## src/rtl/sdram_arbiter_if.sv

```systemverilog
// Request/command bundle between the bus masters, the arbiter and the SDRAM controller.
// Handshake: a transfer happens on a rising edge where valid and ready are both high;
// valid may not drop and payload may not change until that edge; ready may depend on valid.
interface sdram_arbiter_if #(
  parameter int N_REQ  = 3,
  parameter int W_ADDR = 25,
  parameter int W_LEN  = 4
);
  logic [N_REQ-1:0]        req_valid;
  logic [N_REQ-1:0]        req_ready;
  logic [N_REQ-1:0]        req_write;
  logic [N_REQ*W_ADDR-1:0] req_addr;
  logic [N_REQ*W_LEN-1:0]  req_len;
  logic                    req_urgent;
  logic                    cmd_valid;
  logic                    cmd_ready;
  logic                    cmd_write;
  logic [W_ADDR-1:0]       cmd_addr;
  logic [W_LEN-1:0]        cmd_len;
  logic                    ctrl_done;
  logic [N_REQ-1:0]        grant;

  modport master (
    output req_valid, req_write, req_addr, req_len, req_urgent, cmd_ready, ctrl_done,
    input  req_ready, cmd_valid, cmd_write, cmd_addr, cmd_len, grant
  );

  modport slave (
    input  req_valid, req_write, req_addr, req_len, req_urgent, cmd_ready, ctrl_done,
    output req_ready, cmd_valid, cmd_write, cmd_addr, cmd_len, grant
  );
endinterface

```

## src/rtl/sdram_arbiter.sv

```systemverilog
// Burst arbiter for the shared SDRAM command port: urgent port 0, then starvation
// override, then round-robin. Grant is held from decision until the controller's ctrl_done.
module sdram_arbiter #(
  parameter int N_REQ    = 3,
  parameter int W_ADDR   = 25,
  parameter int W_LEN    = 4,
  parameter int MAX_SKIP = 4
) (
  input  logic           clk,
  input  logic           rst_n,
  sdram_arbiter_if.slave bus,
  output logic [1:0]     dbg_state
);
  localparam int W_PTR = $clog2(N_REQ);
  localparam logic [3:0] SKIP_MAX = 4'(MAX_SKIP);
  localparam logic [W_PTR:0] N_SUM = (W_PTR + 1)'(N_REQ);

  typedef enum logic [1:0] {IDLE = 2'd0, ISSUE = 2'd1, BUSY = 2'd2} state_t;

  state_t             state, next_state;
  logic               accept;
  logic [W_PTR-1:0]   rr_ptr, owner;
  logic [3:0]         skip_cnt [N_REQ];

  logic               urgent_hit, starve_hit;
  logic [W_PTR-1:0]   starve_idx, rr_off, rr_idx, win;
  logic [2*N_REQ-1:0] rr_view;
  logic [W_PTR:0]     rr_sum, rr_wrap, own_inc;
  logic               sel_write;
  logic [W_ADDR-1:0]  sel_addr;
  logic [W_LEN-1:0]   sel_len;

  // Winner selection; all loops scan downward so the last hit is the lowest index/offset.
  always_comb begin
    urgent_hit = bus.req_urgent & bus.req_valid[0];
    starve_hit = 1'b0;
    starve_idx = '0;
    for (int i = N_REQ - 1; i >= 0; i--) begin
      if (bus.req_valid[i] && skip_cnt[i] == SKIP_MAX) begin
        starve_hit = 1'b1;
        starve_idx = W_PTR'(i);
      end
    end
    rr_view = {bus.req_valid, bus.req_valid} >> rr_ptr;
    rr_off  = '0;
    for (int k = N_REQ - 1; k >= 0; k--) begin
      if (rr_view[k]) rr_off = W_PTR'(k);
    end
    rr_sum  = {1'b0, rr_ptr} + {1'b0, rr_off};
    rr_wrap = rr_sum - N_SUM;
    rr_idx  = (rr_sum >= N_SUM) ? rr_wrap[W_PTR-1:0] : rr_sum[W_PTR-1:0];
    win     = urgent_hit ? '0 : (starve_hit ? starve_idx : rr_idx);
    sel_write = 1'b0;
    sel_addr  = '0;
    sel_len   = '0;
    for (int i = 0; i < N_REQ; i++) begin
      if (win == W_PTR'(i)) begin
        sel_write = bus.req_write[i];
        sel_addr  = bus.req_addr[i*W_ADDR +: W_ADDR];
        sel_len   = bus.req_len[i*W_LEN +: W_LEN];
      end
    end
    own_inc = {1'b0, owner} + (W_PTR + 1)'(1);
  end

  always_ff @(posedge clk or negedge rst_n) begin
    if (!rst_n) state <= IDLE;
    else        state <= next_state;
  end

  always_comb begin
    next_state = state;
    case (state)
      IDLE:    if (|bus.req_valid) next_state = ISSUE;
      ISSUE:   if (bus.cmd_ready)  next_state = BUSY;
      BUSY:    if (bus.ctrl_done)  next_state = IDLE;
      default: next_state = IDLE;
    endcase
  end

  always_comb begin
    accept        = (state == ISSUE) && bus.cmd_ready;
    bus.cmd_valid = (state == ISSUE);
    bus.req_ready = accept ? bus.grant : '0;
    dbg_state     = state;
  end

  // Decision is registered in IDLE; rr_ptr and skip counters move only at acceptance.
  always_ff @(posedge clk or negedge rst_n) begin
    if (!rst_n) begin
      bus.grant     <= '0;
      bus.cmd_write <= 1'b0;
      bus.cmd_addr  <= '0;
      bus.cmd_len   <= '0;
      owner         <= '0;
      rr_ptr        <= '0;
      for (int i = 0; i < N_REQ; i++) skip_cnt[i] <= '0;
    end else begin
      if (state == IDLE && |bus.req_valid) begin
        bus.grant     <= {{(N_REQ-1){1'b0}}, 1'b1} << win;
        bus.cmd_write <= sel_write;
        bus.cmd_addr  <= sel_addr;
        bus.cmd_len   <= sel_len;
        owner         <= win;
      end else if (state == BUSY && bus.ctrl_done) begin
        bus.grant <= '0;
      end
      if (accept) rr_ptr <= (own_inc >= N_SUM) ? '0 : own_inc[W_PTR-1:0];
      for (int i = 0; i < N_REQ; i++) begin
        if (!bus.req_valid[i]) begin
          skip_cnt[i] <= '0;
        end else if (accept) begin
          if (owner == W_PTR'(i))          skip_cnt[i] <= '0;
          else if (skip_cnt[i] != SKIP_MAX) skip_cnt[i] <= skip_cnt[i] + 4'd1;
        end
      end
    end
  end
endmodule

```

## src/flat_wrapper.sv

```systemverilog
// flat-port wrapper written by rule: the top's interface ports become plain ports
module sdram_arbiter_flat 
#(
  parameter int N_REQ    = 3,
  parameter int W_ADDR   = 25,
  parameter int W_LEN    = 4,
  parameter int MAX_SKIP = 4
)
  (clk, rst_n, dbg_state, bus_req_valid, bus_req_write, bus_req_addr, bus_req_len, bus_req_urgent, bus_cmd_ready, bus_ctrl_done, bus_req_ready, bus_cmd_valid, bus_cmd_write, bus_cmd_addr, bus_cmd_len, bus_grant);
  sdram_arbiter_if #(.N_REQ(N_REQ), .W_ADDR(W_ADDR), .W_LEN(W_LEN)) bus_i ();
  input  logic clk;
  input  logic rst_n;
  output logic [1:0] dbg_state;
  input wire logic [$bits(bus_i.req_valid)-1:0] bus_req_valid;
  input wire logic [$bits(bus_i.req_write)-1:0] bus_req_write;
  input wire logic [$bits(bus_i.req_addr)-1:0] bus_req_addr;
  input wire logic [$bits(bus_i.req_len)-1:0] bus_req_len;
  input wire logic [$bits(bus_i.req_urgent)-1:0] bus_req_urgent;
  input wire logic [$bits(bus_i.cmd_ready)-1:0] bus_cmd_ready;
  input wire logic [$bits(bus_i.ctrl_done)-1:0] bus_ctrl_done;
  output wire logic [$bits(bus_i.req_ready)-1:0] bus_req_ready;
  output wire logic [$bits(bus_i.cmd_valid)-1:0] bus_cmd_valid;
  output wire logic [$bits(bus_i.cmd_write)-1:0] bus_cmd_write;
  output wire logic [$bits(bus_i.cmd_addr)-1:0] bus_cmd_addr;
  output wire logic [$bits(bus_i.cmd_len)-1:0] bus_cmd_len;
  output wire logic [$bits(bus_i.grant)-1:0] bus_grant;
  assign bus_i.req_valid = bus_req_valid;
  assign bus_i.req_write = bus_req_write;
  assign bus_i.req_addr = bus_req_addr;
  assign bus_i.req_len = bus_req_len;
  assign bus_i.req_urgent = bus_req_urgent;
  assign bus_i.cmd_ready = bus_cmd_ready;
  assign bus_i.ctrl_done = bus_ctrl_done;
  assign bus_req_ready = bus_i.req_ready;
  assign bus_cmd_valid = bus_i.cmd_valid;
  assign bus_cmd_write = bus_i.cmd_write;
  assign bus_cmd_addr = bus_i.cmd_addr;
  assign bus_cmd_len = bus_i.cmd_len;
  assign bus_grant = bus_i.grant;
  sdram_arbiter #(.N_REQ(N_REQ), .W_ADDR(W_ADDR), .W_LEN(W_LEN), .MAX_SKIP(MAX_SKIP)) u_core (.clk(clk), .rst_n(rst_n), .bus(bus_i), .dbg_state(dbg_state));
endmodule
```

## config.mk

```make
export PLATFORM = sky130hd
export DESIGN_NAME = sdram_arbiter_flat
export DESIGN_NICKNAME = d
export VERILOG_FILES = /design/src/rtl/sdram_arbiter_if.sv /design/src/rtl/sdram_arbiter.sv /design/src/flat_wrapper.sv
export SDC_FILE = /design/constraint.sdc
export NUM_CORES = 1
export LEC_CHECK = 0
export ABC_AREA = 1
export CAP_MARGIN = 10
export CORE_MARGIN = 4
export CORE_UTILIZATION = 46
export DETAILED_ROUTE_END_ITERATION = 16
export PLACE_DENSITY_LB_ADDON = 0.1
export SLEW_MARGIN = 20
export SYNTH_ARGS = -nofsm -noshare
export SYNTH_HDL_FRONTEND = slang
export SYNTH_SLANG_ARGS = --single-unit
```

## constraint.sdc

```tcl
create_clock -name clk -period 3.5 [get_ports clk]
set_input_delay 0.525 -clock clk [delete_from_list [all_inputs] [get_ports clk]]
set_output_delay 0.525 -clock clk [all_outputs]
set_load 0.02 [all_outputs]
```

# Yosys cells after proc, flatten, opt, wreduce, memory -nomap -nowiden
# Cells that the tools add are included.
# classes
n_addsub,6
n_lt_le_gt_ge,2
eq_ne,21
shifts,2
n_mux,41
bitwise,1
n_reduce_logical,15
# ops
cell,n
25-bit 2-to-1 mux,3
4-bit 2-to-1 mux,15
2-bit 2-to-1 mux,13
4-bit by 1-bit adder with 4-bit output (second input constant),3
4-bit by 3-bit equality test with 1-bit output (second input constant),3
4-bit by 3-bit inequality test with 1-bit output (second input constant),3
3-bit 2-to-1 mux,3
3-bit by 1-bit inequality test with 1-bit output (second input constant),3
2-bit by 1-bit inequality test with 1-bit output (second input constant),4
2-bit by 1-bit equality test with 1-bit output (second input constant),3
2-bit equality test (second input constant),3
3-bit by 2-bit greater-or-equal comparator with 1-bit output (second input constant),2
1-bit logical AND,6
2-bit logical NOT,3
1-bit 2-to-1 mux,6
2-bit case mux with 3 select lines,1
2-bit AND reduction,3
6-bit by 2-bit right shift with 3-bit output,1
2-bit inequality test (second input constant),2
2-bit by 1-bit adder with 3-bit output (second input constant),1
2-bit by 2-bit adder with 3-bit output,1
3-bit AND reduction,1
3-bit OR reduction,1
1-bit by 2-bit left shift with 3-bit output (first input constant),1
3 further kinds,3
# word_totals
reg_bits,51
output_inout_bits,39
wordCells,98

# Longest topological paths before layout
# Gate-level depths: netlist of the first run.
# depth
word_depth,13
ltp_mapped,22
mapped_depth_nobuf,21

# Worst setup path before layout of the first run
# OpenSTA, ideal clock, no wires.
# synth_path
kind,input to register
start,input bus_req_valid[1]
end,register u_core.bus.cmd_addr[2]
setup_time_ns,0.116
t_arrival_ns,2.796
required_ns,3.384
setup_slack_ns,0.588
cell_stages,20
cell_sequence,inv_2 -> o21ai_0 -> nand2_1 -> a22oi_1 -> ha_1 -> inv_1 -> fa_1 -> inv_1 -> ha_1 -> inv_1 -> nand3b_1 -> nand3b_1 -> inv_2 -> nor2_8 -> buf_6 -> nand3_2 -> nand2_1 -> inv_1 -> nand2_1 -> nand2_1
# synth_via
elab_chain_cells,13
word_cells_on_any_way,23
cone_classes,add/sub (2); order compare (1); eq/ne (2); shift (1); mux (13); reduce/logical (4)
# synth_lines
element,line,source
from (decl),flat_wrapper.sv:14,input wire logic [$bits(bus_i.req_valid)-1:0] bus_req_valid;
6-bit by 2-bit right shift with 3-bit output,sdram_arbiter.sv:44,"rr_view = {bus.req_valid, bus.req_valid} >> rr_ptr;"
2-bit 2-to-1 mux (3 in series),sdram_arbiter.sv:47,if (rr_view[k]) rr_off = W_PTR'(k);
2-bit by 2-bit adder with 3-bit output,sdram_arbiter.sv:49,"rr_sum = {1'b0, rr_ptr} + {1'b0, rr_off};"
3-bit by 2-bit greater-or-equal comparator with 1-bit output / 2-bit subtractor (equally long branches),"sdram_arbiter.sv:51, sdram_arbiter.sv:50",
2-bit 2-to-1 mux,sdram_arbiter.sv:51,rr_idx = (rr_sum >= N_SUM) ? rr_wrap[W_PTR-1:0] : rr_sum[W_PTR-1:0];
2-bit 2-to-1 mux (2 in series),sdram_arbiter.sv:52,win = urgent_hit ? '0 : (starve_hit ? starve_idx : rr_idx);
2-bit logical NOT,sdram_arbiter.sv:57,if (win == W_PTR'(i)) begin
25-bit 2-to-1 mux (3 in series),sdram_arbiter.sv:57,
to (signal assigned),sdram_arbiter.sv:102,bus.cmd_addr <= sel_addr;
to (decl),sdram_arbiter_if.sv:30,"output req_ready, cmd_valid, cmd_write, cmd_addr, cmd_len, grant"
# Parallel ways exist; a longest one is shown, timed or not.
# A chain may end at the register's enable or synchronous reset.

# Worst setup path after layout of the first run
# layout_path
start,register u_core.rr_ptr[0]
end,register u_core.bus.cmd_addr[12]
# layout_via
elab_chain_cells,13
word_cells_on_any_way,16
cone_classes,add/sub (2); order compare (1); eq/ne (2); shift (1); mux (9); reduce/logical (1)
# layout_lines
element,line,source
from (decl),sdram_arbiter.sv:22,"logic [W_PTR-1:0] rr_ptr, owner;"
from (signal assigned),sdram_arbiter.sv:108,if (accept) rr_ptr <= (own_inc >= N_SUM) ? '0 : own_inc[W_PTR-1:0];
6-bit by 2-bit right shift with 3-bit output,sdram_arbiter.sv:44,
2-bit 2-to-1 mux (3 in series),sdram_arbiter.sv:47,
2-bit by 2-bit adder with 3-bit output *,sdram_arbiter.sv:49,
3-bit by 2-bit greater-or-equal comparator with 1-bit output / 2-bit subtractor (equally long branches),"sdram_arbiter.sv:51, sdram_arbiter.sv:50",
2-bit 2-to-1 mux *,sdram_arbiter.sv:51,
2-bit 2-to-1 mux * (2 in series),sdram_arbiter.sv:52,
2-bit logical NOT,sdram_arbiter.sv:57,
25-bit 2-to-1 mux (2 in series),sdram_arbiter.sv:57,
25-bit 2-to-1 mux *,sdram_arbiter.sv:57,
# Mark *: on every way between the ends. The rest lies on a longest branch, timed or not.

==> flow_summary.json, run 1 <==
{
  "status": "finished clean",
  "rsz0062_at_grt": "no",
  "die_x_um": 98.7,
  "fin_nets": 784,
  "clkTransAtPathRegs_ns": 0.10,
  "worst_path_max_delay_cell": "fa_1",
  "skew_ns": 0.00970,
  "crit_family": "adder cells",
  "via_count": 3934,
  "critPathRequiredTime_ns": 3.74,
  "place_congestion": 0.822,
  "hold_path_class": "in -> async",
  "clockBufferDepth": 2,
  "worstSetupPathType": "reg -> reg",
  "grt_first_pass_wirelength_mm": 17.5,
  "dieArea_sq_mm": 0.00975,
  "r2r_cells": 20,
  "cts_tree": "done",
  "hold_violations": 0,
  "cts.sinks": 51,
  "postRouteAntennaNets": 0,
  "dpl_worst_slack_ns": -0.342,
  "r2r_start": "u_core.rr_ptr[0]",
  "post-dp-hpwl_mm": 7.88,
  "p_leak_nw": 2.92,
  "start_util": 0.482,
  "numCtsBuffers": 5,
  "ys_seq_area_frac": 0.337,
  "port_buffers": 136,
  "setup_ws_ns": 0.259,
  "max_freq_mhz": 309,
  "min_period_ns": 3.24,
  "dp.cells": 770,
  "cp-start-kind": "flip-flop",
  "synth_seq_cells": 51,
  "worst_pin_slew_ns": 0.677,
  "crit_top_cell": "nand2_1",
  "antenna_found_initial": 0,
  "power_mw": 7.08,
  "grt_overflow": 0,
  "fp.coreArea_sq_mm": 0.00785,
  "grt_max_degree": 43,
  "htree_levels": 2,
  "layout-drive-gt1-share": 0.149,
  "insertion_delay_ns": 0.31,
  "end_kind": "flip-flop",
  "antennaDiodeCount": 0,
  "crit_path_max_incr_delay_ns": 0.57,
  "synth_warnings": 0,
  "root_buffer": "clkbuf_8",
  "timing.final.max_slew_violations": 0,
  "critical_path_buf_inv_count": 5,
  "syn2layout_area_growth_pct": 47.7,
  "viasPerCell": 5.05,
  "relSlewSlack": 0.548,
  "num_rows": 32,
  "fin_crit_sh": 0.926,
  "drv_cap": 0,
  "synth.avg_cell_area_sq_um": 7.06,
  "postCtsHoldBufs": 0,
  "ir_drop_mv": 0.960,
  "dr.first_iter.drc_count": 129,
  "drt_first_pass_iters": 5,
  "crit_start": "u_core.rr_ptr[0]",
  "yosysUniqueCellTypes": 34,
  "final_cells": 779,
  "fillers": 667,
  "wire_per_inst_um": 13.8,
  "crit_chain": "nand2_1, o21ai_2, nand2_1, a22oi_2, ha_2, inv_1, fa_1, inv_1, ha_2, inv_2, nand3_1, nand2_1, nand3_2, buf_4, a21oi_4, buf_8, nand3_1, nand3_2, nand2_1, nand2_1",
  "worstPathArrival_ns": 3.48,
  "syn_area_sq_mm": 0.00379,
  "power-per-cell-area_mw_per_mm2": 1270,
  "path_depth": 20,
  "synth.net_count": 643,
  "post_cts_buffers": 0,
  "drcViolationCount": 0,
  "finalSetupTns_ns": 0,
  "crit_path_max_fanout": 8,
  "grt_pass1_vias": 3866,
  "groute.usage.overall": 0.215,
  "wl_mm": 10.8,
  "syn_inst": 536,
  "setup_violations": 0,
  "die_h_um": 98.7,
  "ioPinCount": 137
}
[worst reg2reg max path: cells and delay by family (launching register included)]
kind | cells | cell delay (ns)
simple gates | 9 | 0.71
fa+ha+maj | 3 | 0.93
flops | 1 | 0.51
compound gates | 3 | 0.54
buf+inv | 5 | 0.50
[layer usage]
layer	vias to the layer above	wire [um]	global-route usage
met4	0	109	0.0347
met2	141	5400	0.395
met3	13	807	0.0481
met1	1812	4450	0.262
li1	1968	-	-
met5	-	0	0
[worst paths after layout]
check                                          endpoint  slack [ns]
worst min register to register   u_core.bus.cmd_addr[5]        0.48
min in group clk                 u_core.bus.cmd_addr[5]        0.48
max in group asynchronous       u_core.bus.cmd_addr[18]        2.72
worst min-delay path                u_core.skip_cnt[10]        0.20
worst max register to register  u_core.bus.cmd_addr[12]        0.26
worst max-delay path            u_core.bus.cmd_addr[12]        0.26
[layout make-up]
type / count / area, sq um / share of cell area
timing repair buffer: 161 / 1720 / 0.308
multi-input combinational: 359 / 2000 / 0.358
sequential: 51 / 1280 / 0.228
clock inverter: 1 / 5.00 / 0.000895
tap: 102 / 128 / 0.0228
clock buffer: 6 / 82.6 / 0.0148
inverter: 99 / 372 / 0.0665
[cells in the final DEF (no fill, tap or decap), types with 3 or more instances in the layout]
master and count:
inv_1 89, nand2_2 3, nor2_1 19, dlymetal6s2s_1 3
nand3_2 43, nand2_1 143, o21ai_0 11, nand3_1 95
dfrtp_1 51, buf_4 11, inv_2 10, buf_12 11
o21ai_1 10, clkbuf_8 6, clkdlybuf4s50_1 132, ha_1 6
[power breakdown]
group / total, mW / internal (mW) / switching [mW]
sequential: 1.04 / 0.858 / 0.179
clock: 0.355 / 0.156 / 0.200
combinational: 5.69 / 2.48 / 3.21
[state kept, by name (all words and copies together), names as in the netlist]
| signal | cells |
|---|---|
| u_core.bus.cmd_addr | 25 |
| u_core.skip_cnt | 12 |
| u_core.bus.cmd_len | 4 |
| u_core.bus.grant | 3 |
| u_core.dbg_state | 2 |
| u_core.owner | 2 |
| u_core.rr_ptr | 2 |
| u_core.bus.cmd_write | 1 |
[kinds of logic after synthesis]
logic type      share of synthesized area
flops                               0.337
simple gates                        0.432
compound gates                     0.0512
fa+ha+maj                          0.0317
buf+inv                             0.144
xor+xnor                          0.00463
[cell usage after synthesis]
library cell  number  share of area
nand2_1          143           0.14
nand3_1           95           0.13
inv_1             90          0.089
dfrtp_1           51           0.34
nand3_2           43           0.11
nor2_1            19          0.019
o21ai_0           14          0.019
buf_2             12          0.016
inv_2              9         0.0089
o21ai_1            9          0.012
ha_1               8          0.026
buf_6              6          0.018
clkbuf_1           6         0.0059
buf_4              3         0.0059
nand2_2            3         0.0050
a21oi_1            2         0.0026
nand3b_1           2         0.0040
nor3_1             2         0.0026
nor3b_1            2         0.0040
o211ai_1           2         0.0040
o22ai_1            2         0.0033
a21o_1             1         0.0020
a22oi_1            1         0.0020
a31oi_1            1         0.0017
a31oi_2            1         0.0033
fa_1               1         0.0053
nand2_4            1         0.0030
nand4_2            1         0.0033
nor2_2             1         0.0017
nor2_4             1         0.0030
nor2_8             1         0.0053
o31ai_1            1         0.0020
xnor2_1            1         0.0023
xor2_1             1         0.0023
[stage by stage]
stage               area, sq um  hold WS [ns]   util
floorplan                  3790         0.229      -
global placement           5400         0.462  0.688
detailed placement         5400         0.465  0.688
CTS                        5490         0.410  0.699
global route               5590         0.248  0.712
finish                     5590         0.203  0.712
[repair_timing]
action,CTS,global route
endpoints found under the setup margin,15,32
gates cloned,0,2
pin swaps,0,7
resized for setup,2,23
No activity file was read; power rests on OpenSTA's default activity.
==> run 2: changes to the inputs <==
--- a/config.mk
+++ b/config.mk
@@ -7,7 +7,7 @@
 export LEC_CHECK = 0
 export ABC_AREA = 1
 export CAP_MARGIN = 10
-export CORE_MARGIN = 4
+export CORE_MARGIN = 2
 export CORE_UTILIZATION = 46
 export DETAILED_ROUTE_END_ITERATION = 16
 export PLACE_DENSITY_LB_ADDON = 0.1
==> flow_summary.json, run 2 (same netlist as run 1, synthesis figures left out) <==
{
  "clockBufferDepth": 2,
  "end_kind": "flip-flop",
  "hold_violations": 0,
  "post-dp-hpwl_mm": 7.45,
  "viasPerCell": 4.98,
  "drt_first_pass_iters": 4,
  "dr.first_iter.drc_count": 197,
  "max_freq_mhz": 311,
  "port_buffers": 136,
  "rsz0062_at_grt": "no",
  "ioPinCount": 137,
  "crit_path_max_fanout": 8,
  "worstSetupPathType": "reg -> reg",
  "hold_path_class": "in -> async",
  "num_rows": 33,
  "fillers": 712,
  "antennaDiodeCount": 0,
  "worst_path_max_delay_cell": "dfrtp_1",
  "syn2layout_area_growth_pct": 47.9,
  "insertion_delay_ns": 0.32,
  "numCtsBuffers": 5,
  "antenna_found_initial": 0,
  "place_congestion": 0.769,
  "final_common_cell": "nand2_1",
  "groute.usage.overall": 0.228,
  "crit_chain": "nand2_1, o21ai_2, nand2_1, a22oi_2, ha_2, inv_1, fa_1, inv_1, ha_1, inv_1, nand3b_1, nand3b_1, inv_2, nor2_8, clkbuf_16, nand3_1, nand2_1, inv_1, nand2_1, nand2_1",
  "start_util": 0.468,
  "die_x_um": 94.7,
  "wl_mm": 10.4,
  "dieArea_sq_mm": 0.00897,
  "crit_family": "simple AND/OR/NAND/NOR gates",
  "status": "finished clean",
  "setup_violations": 0,
  "postRouteAntennaNets": 0,
  "crit_start": "u_core.rr_ptr[0]",
  "grt_max_degree": 38,
  "cts_tree": "done",
  "root_buffer": "clkbuf_8",
  "top_register": "u_core.bus.cmd_addr",
  "worst_pin_slew_ns": 0.704,
  "worstPathArrival_ns": 3.41,
  "p_leak_nw": 2.93,
  "drv_cap": 0,
  "layout-drive-gt1-share": 0.147,
  "crit_path_max_incr_delay_ns": 0.53,
  "min_period_ns": 3.21,
  "fp.coreArea_sq_mm": 0.00809,
  "most-common-layout-cells": "nand2_1, clkdlybuf4s50_1, nand3_1",
  "grt_first_pass_wirelength_mm": 16.2,
  "clkTransAtPathRegs_ns": 0.09,
  "cp-start-kind": "flip-flop",
  "ir_drop_mv": 0.983,
  "via_count": 3897,
  "critical_path_buf_inv_count": 6,
  "die_h_um": 94.7,
  "crit_top_cell": "nand2_1",
  "postCtsHoldBufs": 0,
  "finalSetupTns_ns": 0,
  "cts.sinks": 51,
  "timing.final.max_slew_violations": 0,
  "r2r_start": "u_core.rr_ptr[0]",
  "grt_overflow": 0,
  "fin_crit_sh": 0.917,
  "largest_register_ffs": 25,
  "finalInstanceArea_sq_mm": 0.00560,
  "critPathRequiredTime_ns": 3.70,
  "reg.largest.list": "u_core.bus.cmd_addr (25), u_core.skip_cnt (12), u_core.bus.cmd_len (4)",
  "relSlewSlack": 0.531,
  "dpl_cell_area_sq_mm": 0.00536,
  "wire_per_inst_um": 13.3,
  "power-per-cell-area_mw_per_mm2": 1260,
  "grt_pass1_vias": 3628,
  "fin_nets": 785,
  "skew_ns": 0.0114,
  "htree_levels": 2,
  "drcViolationCount": 0
}
run 2: timing repair:
action	in CTS	in global routing
setup endpoints to repair	0	34
gates resized for setup	0	11
setup buffers	0	3
run 2: final timing paths:
path / to / slack [ns] / cells after the start
setup / recovery: u_core.bus.cmd_addr[11] / 0.29 / 20
hold / removal: u_core.skip_cnt[8] / 0.24 / 1
setup reg to reg: u_core.bus.cmd_addr[11] / 0.29 / 20
hold reg to reg: u_core.bus.cmd_addr[1] / 0.48 / 2
max in group asynchronous: u_core.bus.cmd_addr[19] / 2.47 / 2
min in group clk: u_core.bus.cmd_addr[1] / 0.48 / 2
run 2: report_power, final:
| part | total [mW] | switching [mW] | internal (mW) |
|---|---|---|---|
| clock | 0.414 | 0.205 | 0.209 |
| combinational | 5.58 | 3.16 | 2.42 |
| sequential | 1.03 | 0.175 | 0.858 |
| total | 7.03 | 3.54 | 3.49 |
run 2: layer usage:
layer / global-route usage / share of wire
met2: 0.386 / 0.51
met1: 0.293 / 0.43
met3: 0.0415 / 0.049
met4: 0.0809 / 0.014
met5: 0 / 0
run 2: layout make-up:
type	instances	area [sq um]	share of cell area
multi-input combinational	359	2000	0.357
timing repair buffer	162	1720	0.306
sequential	51	1280	0.228
inverter	99	372	0.0664
tap	105	131	0.0235
clock buffer	5	68.8	0.0123
clock inverter	2	37.5	0.00670
run 2: metrics by stage:
step / instances / utilization / power (mW) / hold slack [ns] / worst slack [ns]
finish: 783 / 0.692 / 7.03 / 0.244 / 0.289
global route: 783 / 0.692 / 7.68 / 0.302 / 0.0318
floorplan: 536 / - / 4.70 / 0.229 / 0.588
CTS: 776 / 0.675 / 6.69 / 0.265 / 0.0553
detailed placement: 769 / 0.662 / 6.26 / 0.465 / -0.227
global placement: 769 / 0.662 / 6.15 / 0.461 / -0.131
==> run 3: changes to the inputs <==
--- a/config.mk
+++ b/config.mk
@@ -10,6 +10,7 @@
 export CORE_MARGIN = 2
 export CORE_UTILIZATION = 46
 export DETAILED_ROUTE_END_ITERATION = 16
+export HOLD_SLACK_MARGIN = 0.05
 export PLACE_DENSITY_LB_ADDON = 0.1
 export SLEW_MARGIN = 20
 export SYNTH_ARGS = -nofsm -noshare
==> results of run 3 <==
Same layout as run 2: the final DEF is identical, and so are final timing and power.
